$ cat src/rtl/mul4_pkg.sv
// mul4_pkg: shared definitions for the 2x2 vector-multiplier fitness scorer.
//   LANES    - bit-parallel lanes per beat (one lane per bit position)
//   OUT_BITS - product bits per lane
//   state_t  - scorer FSM states
//   golden_mul2() - reference 2x2 product for all lanes, element [k] = product bit k
package mul4_pkg;

    localparam int LANES    = 16;
    localparam int OUT_BITS = 4;

    typedef enum logic [1:0] {
        IDLE  = 2'd0,
        ACCUM = 2'd1,
        DRAIN = 2'd2,
        DONE  = 2'd3
    } state_t;

    typedef logic [OUT_BITS-1:0][LANES-1:0] prod_t;

    function automatic prod_t golden_mul2(
        input logic [LANES-1:0] a1,
        input logic [LANES-1:0] a0,
        input logic [LANES-1:0] b1,
        input logic [LANES-1:0] b0
    );
        prod_t            p;
        logic [LANES-1:0] c;
        // Carry out of the middle column feeds both upper product bits.
        c    = a1 & b0 & a0 & b1;
        p[0] = a0 & b0;
        p[1] = (a1 & b0) ^ (a0 & b1);
        p[2] = (a1 & b1) ^ c;
        p[3] = a1 & b1 & c;
        return p;
    endfunction

endpackage

$ cat src/rtl/mul4_popcount64.sv
// mul4_popcount64: combinational population count of a 64-bit vector.
//   vec - input bits
//   cnt - number of set bits, 0..64
module mul4_popcount64 (
    input  logic [63:0] vec,
    output logic [6:0]  cnt
);

    always_comb begin
        cnt = 7'd0;
        for (int i = 0; i < 64; i++) begin
            cnt = cnt + 7'(vec[i]);
        end
    end

endmodule

$ cat src/rtl/mul4_fitness_scorer.sv
// mul4_fitness_scorer: scores one evolved 2x2 vector-multiplier candidate.
// Each accepted beat compares the candidate outputs y3..y0 against the golden
// product of a1,a0 x b1,b0 across 16 lanes and adds the number of matching
// bits (0..64) to an accumulator; after BEATS beats the total is presented.
//   clk, rst_n          - clock, asynchronous active-low reset
//   start               - begin evaluation (sampled only in IDLE)
//   in_valid / in_ready - beat handshake
//   a1,a0,b1,b0         - operand bits, one lane per bit position
//   y3..y0              - candidate product bits
//   score_valid / score_ready - result handshake
//   score, perfect      - correct-bit total, and total == 64*BEATS
//   busy                - FSM not in IDLE
module mul4_fitness_scorer
    import mul4_pkg::*;
#(
    parameter int BEATS   = 4,
    parameter int SCORE_W = 16
) (
    input  logic               clk,
    input  logic               rst_n,
    input  logic               start,
    input  logic               in_valid,
    output logic               in_ready,
    input  logic [LANES-1:0]   a1,
    input  logic [LANES-1:0]   a0,
    input  logic [LANES-1:0]   b1,
    input  logic [LANES-1:0]   b0,
    input  logic [LANES-1:0]   y3,
    input  logic [LANES-1:0]   y2,
    input  logic [LANES-1:0]   y1,
    input  logic [LANES-1:0]   y0,
    output logic               score_valid,
    input  logic               score_ready,
    output logic [SCORE_W-1:0] score,
    output logic               perfect,
    output logic               busy
);

    localparam int                 CNT_W = (BEATS > 1) ? $clog2(BEATS) : 1;
    localparam int                 MASK_W = LANES * OUT_BITS;
    localparam logic [SCORE_W-1:0] FULL  = SCORE_W'(MASK_W * BEATS);

    generate
        if (BEATS < 1) begin : g_bad_beats
            $error("mul4_fitness_scorer: BEATS must be at least 1");
        end
        if (SCORE_W < 32 && (64 * BEATS) >= (1 << SCORE_W)) begin : g_bad_width
            $error("mul4_fitness_scorer: SCORE_W too narrow for 64*BEATS");
        end
    endgenerate

    function automatic logic [SCORE_W-1:0] correct_bits(input logic [6:0] mism);
        return SCORE_W'(7'd64 - mism);
    endfunction

    state_t              state;
    logic [CNT_W-1:0]    beat_cnt;
    logic [SCORE_W-1:0]  acc;
    logic                accept;
    logic                last_beat;
    prod_t               gold;
    logic [MASK_W-1:0]   mask;
    logic [MASK_W-1:0]   mask_p1;
    logic                vld_p1;
    logic                vld_p2;
    logic [6:0]          mism_p1;

    assign accept    = in_valid && in_ready;
    assign last_beat = accept && (beat_cnt == CNT_W'(BEATS - 1));
    assign gold      = golden_mul2(a1, a0, b1, b0);
    assign mask      = {y3 ^ gold[3], y2 ^ gold[2], y1 ^ gold[1], y0 ^ gold[0]};
    assign score     = acc;

    // ---- stage p1: registered mismatch mask ----
    always_ff @(posedge clk) begin
        if (accept) begin
            mask_p1 <= mask;
        end
    end

    // ---- stage p2: popcount of p1 mask, folded into the accumulator ----
    mul4_popcount64 u_popcount (
        .vec (mask_p1),
        .cnt (mism_p1)
    );

    // FSM, pipe valids and accumulator. Later assignments in the case
    // statement deliberately override the default pipeline updates when an
    // evaluation starts.
    always_ff @(posedge clk or negedge rst_n) begin
        if (!rst_n) begin
            state       <= IDLE;
            in_ready    <= 1'b0;
            busy        <= 1'b0;
            score_valid <= 1'b0;
            perfect     <= 1'b0;
            beat_cnt    <= '0;
            vld_p1      <= 1'b0;
            vld_p2      <= 1'b0;
            acc         <= '0;
        end else begin
            vld_p1 <= accept;
            vld_p2 <= vld_p1;
            if (vld_p1) begin
                acc <= acc + correct_bits(mism_p1);
            end

            case (state)
                IDLE: begin
                    if (start) begin
                        state    <= ACCUM;
                        in_ready <= 1'b1;
                        busy     <= 1'b1;
                        perfect  <= 1'b0;
                        beat_cnt <= '0;
                        vld_p1   <= 1'b0;
                        vld_p2   <= 1'b0;
                        acc      <= '0;
                    end
                end
                ACCUM: begin
                    if (accept) begin
                        beat_cnt <= beat_cnt + CNT_W'(1);
                    end
                    if (last_beat) begin
                        state    <= DRAIN;
                        in_ready <= 1'b0;
                    end
                end
                DRAIN: begin
                    // vld_p2 marks the cycle after the final add, so both
                    // being clear means acc already holds the full total.
                    if (!vld_p1 && !vld_p2) begin
                        state       <= DONE;
                        score_valid <= 1'b1;
                        perfect     <= (acc == FULL);
                    end
                end
                DONE: begin
                    if (score_ready) begin
                        state       <= IDLE;
                        score_valid <= 1'b0;
                        busy        <= 1'b0;
                    end
                end
                default: begin
                    state <= IDLE;
                end
            endcase
        end
    end

endmodule

$ cat config.mk
export PLATFORM = sky130hd
export DESIGN_NAME = mul4_fitness_scorer
export DESIGN_NICKNAME = d
export VERILOG_FILES = /design/src/rtl/mul4_pkg.sv /design/src/rtl/mul4_popcount64.sv /design/src/rtl/mul4_fitness_scorer.sv
export SDC_FILE = /design/constraint.sdc
export NUM_CORES = 1
export LEC_CHECK = 0
export ABC_AREA = 1
export CORE_AREA = 2 2 123 125
export DETAILED_ROUTE_END_ITERATION = 10
export DIE_AREA = 0 0 125 127
export GPL_TIMING_DRIVEN = 0
export PLACE_DENSITY = 0.78
export SLEW_MARGIN = 0
export SYNTH_ARGS = -nofsm -noshare
export SYNTH_HDL_FRONTEND = slang
export SYNTH_HIERARCHICAL = 1
export SYNTH_SLANG_ARGS = --single-unit
$ cat constraint.sdc
create_clock -name clk -period 9 [get_ports clk]
set_input_delay 1.8 -clock clk [delete_from_list [all_inputs] [get_ports clk]]
set_output_delay 1.8 -clock clk [all_outputs]
set_load 0.02 [all_outputs]
* Word level (Yosys, flattened, before mapping)
Cells that the tools add are included.
** Storage, ports and cells
- Register bits :: 90
- Input port bits :: 133
- Output and inout port bits :: 20
- Logic and storage cells :: 140
** Cells by class
- Add/subtract/negate cells :: 66
- Equality and inequality tests :: 10
- Multiplexer cells :: 25
- Bitwise logic cells :: 13
- Reduce and logical (&&, ||, !) cells :: 16
** Operator list (number)
- adder 7 x 1 -> 7 bit :: 62
- bitwise AND 16 bit :: 7
- bitwise XOR 16 bit :: 6
- 2-to-1 mux 16 bit :: 3
- adder 16 bit :: 1
- equality test 16 x 9 -> 1 bit, second input constant :: 1
- AND reduction 3 bit :: 5
- 2-to-1 mux 2 bit :: 6
- 2-to-1 mux 1 bit :: 10
- inequality test 2 bit, second input constant :: 5
- one-hot mux 1 bit (2 select lines) :: 4
- one-hot mux 2 bit (4 select lines) :: 1
- nonzero test 2 bit :: 4
- subtractor 7 x 7 -> 8 bit, first input constant :: 1
- equality test 2 bit, second input constant :: 3
- one-hot mux 2 bit (2 select lines) :: 1
- AND reduction 4 bit :: 1
- logical AND 1 bit :: 3
- adder 1 x 1 -> 2 bit :: 1
- adder 2 x 1 -> 2 bit, second input constant :: 1
- equality test 2 x 1 -> 1 bit, second input constant :: 1
- zero test 1 bit :: 2
- zero test 2 bit :: 1

* Depth between registers and ports, before layout
- Word-level depth :: 68
- Mapped depth :: 40
- Depth with buffers taken out :: 40

* Hierarchy
Netlist, hierarchy kept.
** By module, submodules not included
- mul4_fitness_scorer :: instances 1, cells an instance 599, area each 5456.5 um^2
- mul4_popcount64 :: instances 1, cells an instance 179, area each 1707.9 um^2

* Worst setup path before layout
Ideal clock, no wire load.
- Kind :: flip-flop to flip-flop
- From :: register mask_p1[53]
- To :: register acc[13] (netlist: score[13])
- Setup time :: 0.121 ns
- Arrival :: 6.945 ns
- Path slack :: 1.934 ns
- Stages on the path, launching flop included :: 35
- Path buffers :: 0
- Path through :: edfxtp_1 -> fa_1 -> inv_1 -> fa_1 -> inv_1 -> fa_1 -> inv_1 -> fa_1 -> inv_1 -> fa_1 -> inv_1 -> fa_1 -> fa_1 -> fa_1 -> inv_1 -> ha_1 -> fa_1 -> nand3_1 -> nand2_1 -> xor2_1 -> inv_1 -> nand2_1 -> nor2_1 -> nand2_1 -> nand2_1 -> inv_1 -> ha_1 -> nand2_2 -> nor2_2 -> and2_1 -> nand2_2 -> nand3_1 -> nand2_1 -> nor2_1 -> nor2_1
** Between the ends
- Cells in the longest elaborated chain, start to end :: 16
** Ends and longest elaborated chain
- start: declaration :: line mul4_fitness_scorer.sv:63 : logic [MASK_W-1:0] mask_p1;
- start signal: assignment :: line mul4_fitness_scorer.sv:77 : mask_p1 <= mask;
- adder 7 x 1 -> 7 bit (*) (11 in a row) :: line mul4_popcount64.sv:12 : cnt = cnt + 7'(vec[i]);
- net mism_p1[4] :: line mul4_fitness_scorer.sv:66 : logic [6:0] mism_p1;
- subtractor 7 x 7 -> 8 bit (*) :: line mul4_fitness_scorer.sv:53 : return SCORE_W'(7'd64 - mism);
- adder 16 bit (*) :: line mul4_fitness_scorer.sv:105 : acc <= acc + correct_bits(mism_p1);
- 2-to-1 mux 16 bit (*) :: line mul4_fitness_scorer.sv:104 : if (vld_p1) begin
- 2-to-1 mux 16 bit :: line mul4_fitness_scorer.sv:110 : if (start) begin
- 2-to-1 mux 16 bit (*) :: line mul4_fitness_scorer.sv:108 : case (state)
- end signal: assignment :: line mul4_fitness_scorer.sv:105
- end: declaration :: line mul4_fitness_scorer.sv:58 : logic [SCORE_W-1:0] acc;
The timed path passes the listed nets; every way through them passes the cells marked *.
A chain may end at the register's enable or synchronous reset.

* Worst setup path in the final report
- From :: register mask_p1[53]
- To :: register acc[15] (netlist: score[15])
The elaborated chain is that of the path after synthesis.

==> impl_metrics.json <==
{
  "grt_pass1_vias": 5580,
  "area_growth_pct": 28.5,
  "min_from": "score_valid$_DFFE_PN0P_",
  "fin_crit_sh": 0.858,
  "fin_tns_setup_ns": 0,
  "rows": 44,
  "ys_seq_area_frac": 0.359,
  "dieArea_mm2": 0.0159,
  "drive_gt1_frac": 0.0359,
  "worstSkewPairLatency_ns": 0.35,
  "ys_ff_latch": 90,
  "num_io_pins": 153,
  "synth_warnings": 6,
  "fp.dieH_um": 127,
  "drtPass1Iterations": 4,
  "fin_crit_ns": 7.73,
  "clk_pin_slew_worst_paths_ns": 0.07,
  "final_max_slew_viol_count": 0,
  "start_util": 0.497,
  "fmax_mhz": 129,
  "yosys.area.top_type_share": 0.268,
  "gr-total-overflow": 0,
  "fin_worst_skew_ns": 0.00804,
  "cts_resized": 0,
  "syn-num-nets": 1019,
  "worst_pin_slew_ns": 1.18,
  "hpwlAfterDp_um": 12500,
  "cts_tree": "built",
  "nFillCells": 1206,
  "critPathMaxFanout": 8,
  "cts_max_path_buffers": 2,
  "required_ns": 9.25,
  "r2r-end": "score[15]$_DFF_PN0_",
  "maxCapViolations": 0,
  "drtIter0Drc": 308,
  "cts.sinks": 90,
  "via_count": 5402,
  "timing.hold.ws_ns": 0.503,
  "hold_class": "reg2reg",
  "synth_top_area_cell": "edfxtp_1",
  "rsz0062_at_grt": "false",
  "start_kind": "register",
  "slew_headroom": 0.210,
  "portBuffers": 152,
  "finalNetCount": 1183,
  "ctsHoldBuffers": 0,
  "die_w_um": 125,
  "track_usage": 0.201,
  "synthTopCellsByArea": "edfxtp_1, fa_1, ha_1, dfrtp_1, inv_1",
  "synth_area_per_cell_um2": 9.21,
  "post_cts_buffers": 0,
  "crit_arrival_ns": 7.98,
  "r2r_start": "mask_p1[53]$_DFFE_PP_",
  "core-area_mm2": 0.0144,
  "routed_wl_um": 15000,
  "outcome": "finished clean",
  "min_delay_worst_endpoint": "score_valid$_DFFE_PN0P_",
  "antenna_found_initial": 0,
  "yosys.cell_types.count": 31,
  "ant_nets": 0,
  "cts_buffers": 9,
  "fin_ws_ns": 1.27,
  "ctsHtreeMaxLevel": 3,
  "critical_path_class": "reg2reg",
  "num_antenna_cells": 0,
  "cpPeakStageDelay_ns": 0.55,
  "routedWlPerCell_um": 13.3,
  "worstRegToRegCells": 36,
  "grt_start_max_net_pins": 40,
  "routed_via_density": 4.78,
  "r2r_slack_ns": 1.27,
  "grt_pass1_wl_um": 25200,
  "crit_start": "mask_p1[53]$_DFFE_PP_",
  "worst_setup_path_end_kind": "register",
  "cts_root_buffer": "clkbuf_16",
  "place_ws_ns": 1.31,
  "min_path_cells": 2,
  "worst_path_most_repeated_cell": "inv_1",
  "synth_cells": 778,
  "slowest_stage": "fa_1",
  "place.gp.congestion": 0.900,
  "hold_viol": 0,
  "drcViolationCount": 0,
  "setup_viol": 0,
  "synth_area_mm2": 0.00716
}
==> synthesized netlist by cell type <==
master / instances
nand3_1: 30
dfrtp_1: 26
nor3_2: 1
ha_1: 53
nand2_2: 6
inv_1: 172
buf_2: 1
nand2_1: 136
inv_2: 7
or2_1: 2
a21oi_2: 1
fa_1: 55
nor4_1: 1
nor2_2: 2
o21ai_0: 33
clkbuf_1: 3
a22oi_1: 1
xnor2_1: 33
o21ai_1: 1
xor2_1: 43
a22o_1: 16
nand4_1: 4
nor3_1: 4
a211oi_1: 1
o21bai_1: 2
nand3b_1: 1
a21oi_1: 23
and2_1: 2
edfxtp_1: 64
nor2_1: 53
and3_1: 1
==> registers in the layout (all words and copies together), names as in the netlist <==
register,count
vld_p2,1
score_valid,1
busy,1
mask_p1,64
beat_cnt,2
vld_p1,1
score,16
state,2
perfect,1
in_ready,1
==> critical path: cells and delay by family, from the launching register on <==
family          cells  cell delay [ns]
fa+ha+maj          11             5.02
simple gates       13             1.03
buf+inv            10             0.78
flops               1             0.40
compound gates      1             0.22
xor+xnor            1             0.17
==> area by class of cell <==
cell class	instances	area (um2)	share of cell area
Timing Repair Buffer	153	1540	0.167
Clock inverter	7	46.3	0.00503
Buffer	4	16.3	0.00177
Multi-Input combinational cell	505	3900	0.424
Tap cell	184	230	0.0250
Inverter	179	672	0.0730
Clock buffer	9	225	0.0245
Sequential cell	90	2570	0.279
==> per-stage QoR <==
step           instances   util  instance area [um2]
2_1_floorplan        778      -                 7160
3_3_place_gp        1114  0.618                 8920
3_5_place_dp        1115  0.620                 8940
4_1_cts             1131  0.638                 9210
5_1_grt             1131  0.638                 9210
6_report            1131  0.638                 9210
==> cells in the final DEF (no fill, tap or decap), drive strengths merged, types with 3 or more instances in the layout <==
cell type	count
edfxtp	64
clkbuf	12
clkinv	3
xnor2	33
clkdlybuf4s50	152
ha	53
fa	55
inv	179
nand4	4
nor2	55
xor2	43
dfrtp	26
a21oi	24
clkinvlp	4
o21ai	34
nor3	5
nand2	142
nand3	30
a22o	16
==> kinds of logic after synthesis <==
| group | after synthesis | share of synthesized area |
|---|---|---|
| fa+ha+maj | 108 | 0.246 |
| simple gates | 243 | 0.141 |
| compound gates | 78 | 0.0648 |
| xor+xnor | 76 | 0.0929 |
| buf+inv | 183 | 0.0961 |
| flops | 90 | 0.359 |
==> layer usage <==
metal,vias up,part of all wire,track usage
li1,2766,-,-
met1,2481,0.41,0.242
met2,139,0.52,0.366
met3,16,0.053,0.0343
met4,0,0.016,0.0706
met5,-,0,0
==> worst max path at each step <==
stage / to / slack [ns]
after detailed placement: score[15]$_DFF_PN0_ / 1.31
after global placement: score[15]$_DFF_PN0_ / 1.39
after floorplan: score[13]$_DFF_PN0_ / 1.93
after CTS: score[15]$_DFF_PN0_ / 1.23
final: score[15]$_DFF_PN0_ / 1.27
after global routing: score[15]$_DFF_PN0_ / 0.80
Power is left out: the tool's default activity adds up to more than one toggle a clock period on the data nets, which glitch-free logic cannot reach.
==> RTL change, RTL diff (same flow settings) <==
Re-encode `state_t` (4 states) as one-hot, 4 bits wide.
--- a/src/rtl/mul4_pkg.sv
+++ b/src/rtl/mul4_pkg.sv
@@ -8,11 +8,11 @@
     localparam int LANES    = 16;
     localparam int OUT_BITS = 4;
 
-    typedef enum logic [1:0] {
-        IDLE  = 2'd0,
-        ACCUM = 2'd1,
-        DRAIN = 2'd2,
-        DONE  = 2'd3
+    typedef enum logic [3:0] {
+        IDLE  = 4'b0001,
+        ACCUM = 4'b0010,
+        DRAIN = 4'b0100,
+        DONE  = 4'b1000
     } state_t;
 
     typedef logic [OUT_BITS-1:0][LANES-1:0] prod_t;
Behaviour: same outputs for any inputs over 4 cycles, from zero or initial values and one cycle with rst_n low; so few cycles prove little.
==> RTL change against the unedited design <==
  * Worst setup slack worse by 0.14 ns
  * Cell area is 0.65% higher
  * First-iteration DRC count is 0.65% lower
  * Highest routed layer unchanged
  * Sequential cell count is 2 higher
  * Non-clock buffer count is 1 higher
  * Worst hold slack worse by 0.025 ns
  * Routed wire length is 0.70% higher
  * Count of clock-buffer cells in the layout stayed put
  * Synthesized area is 0.56% higher
Power is left out: the tool's default activity adds up to more than one toggle a clock period on the data nets, which glitch-free logic cannot reach.
==> RTL change: results (changes against the unedited design) <==
| Metric | Value |
|---|---|
| M3 GR Usage | 5.61% (was 3.43%) |
| Seq/Total Area, Yosys | 36.4% (was 35.9%) |
| Multi-input gate count | 499 (was 505) |
| Nonclk buf count | 158 (was 157) |
| R2r setup slk | 1.13 ns (was 1.27 ns) |
| Register area | 2620 sq um (was 2570 sq um) |
| Placed cell areas | 8980 sq um (was 8940 sq um) |
| Routed WL | 15.1 mm (was 15.0 mm) |
| DP Wirelength | 12.6 mm (was 12.5 mm) |
| Yosys cell types | 34 (was 31) |
| Met2 GRT Util | 35.9% (was 36.6%) |
| GRT Overall Usage | 20.4% (was 20.1%) |
| Met2 wire len | 7.68 mm (was 7.74 mm) |
| M1 wire length | 6.41 mm (was 6.21 mm) |
| Routability-driven placement congestion ratio | 0.908 (was 0.900) |
| Vias | 5452 (was 5402) |
| Slew HR | 57.0% (was 21.0%) |
| 1st-pass router iterations | 5 (was 4) |
| First-pass GRT wire length | 25.6 mm (was 25.2 mm) |
| Most common library cells after synthesis | 181 x inv_1, 149 x nand2_1, 64 x edfxtp_1 (was 172 x inv_1, 136 x nand2_1, 64 x edfxtp_1) |
| ClkCell Share | 3.20% (was 2.95%) |
| Vias in the first global route | 5601 (was 5580) |
| Area contributors post-synth | edfxtp_1 27%, fa_1 15%, inv_1 9.4% (was edfxtp_1 27%, fa_1 15%, ha_1 9.3%) |
| DR iter-0 viols | 306 (was 308) |
| Status | finished, final reports clean (unchanged) |
| Inverters | 185 (was 179) |
| Slowest CP cell | fa_1 (unchanged) |
| Nets | 1182 (was 1183) |
| Multi-input combinational area share | 41.7% (was 42.4%) |
| Final non-clock buffer share | 16.8% (was 16.9%) |
| Layout fillers | 1180 (was 1206) |
| Critical Path AT | 8.12 ns (was 7.98 ns) |
| Met1 GRT Util | 25.2% (was 24.2%) |
| #FFs+latches synth | 92 (was 90) |
| Synthesized net count | 1018 (was 1019) |
| Hold Path Depth | 2 (unchanged) |
| End of the critical path | score[15] (unchanged) |
| Ys async rst share | 30.4% (was 28.9%) |
| Layout cells sized above 1 | 4.11% (was 3.59%) |
| Longest Clk Path Bufs | 2 (unchanged) |
-- RTL change: cell count changes after synthesis, sizes merged, moves of 4 or more --
cell    before  now
nor2        55   40
nand2      142  152
inv        179  184
a21oi       24   16
xor2        43   39
nand3       30   35
ha          53   49
o211ai       0    5
-- RTL change: through the flow --
stage,setup WS (ns),util [%],cells,hold WS (ns)
6_report,1.13,64.3,1134,0.478
4_1_cts,1.21,64.3,1134,0.486
3_3_place_gp,1.41,62.1,1117,0.461
5_1_grt,0.714,64.3,1134,0.501
3_5_place_dp,1.22,62.2,1118,0.471
2_1_floorplan,1.93,-,781,0.457
-- RTL change: kinds of logic after synthesis --
family          Yosys count  synth area share, %
simple gates            250                 14.7
buf+inv                 190                 9.97
fa+ha+maj               104                 23.8
flops                    92                 36.4
xor+xnor                 73                 8.87
compound gates           71                 6.10
mux                       1                0.139
-- RTL change: worst min-delay path: stages (launching register included) --
cell and delay [ns]:
dfrtp_1 0.35, nand2_1 0.05, nand2_1 0.05
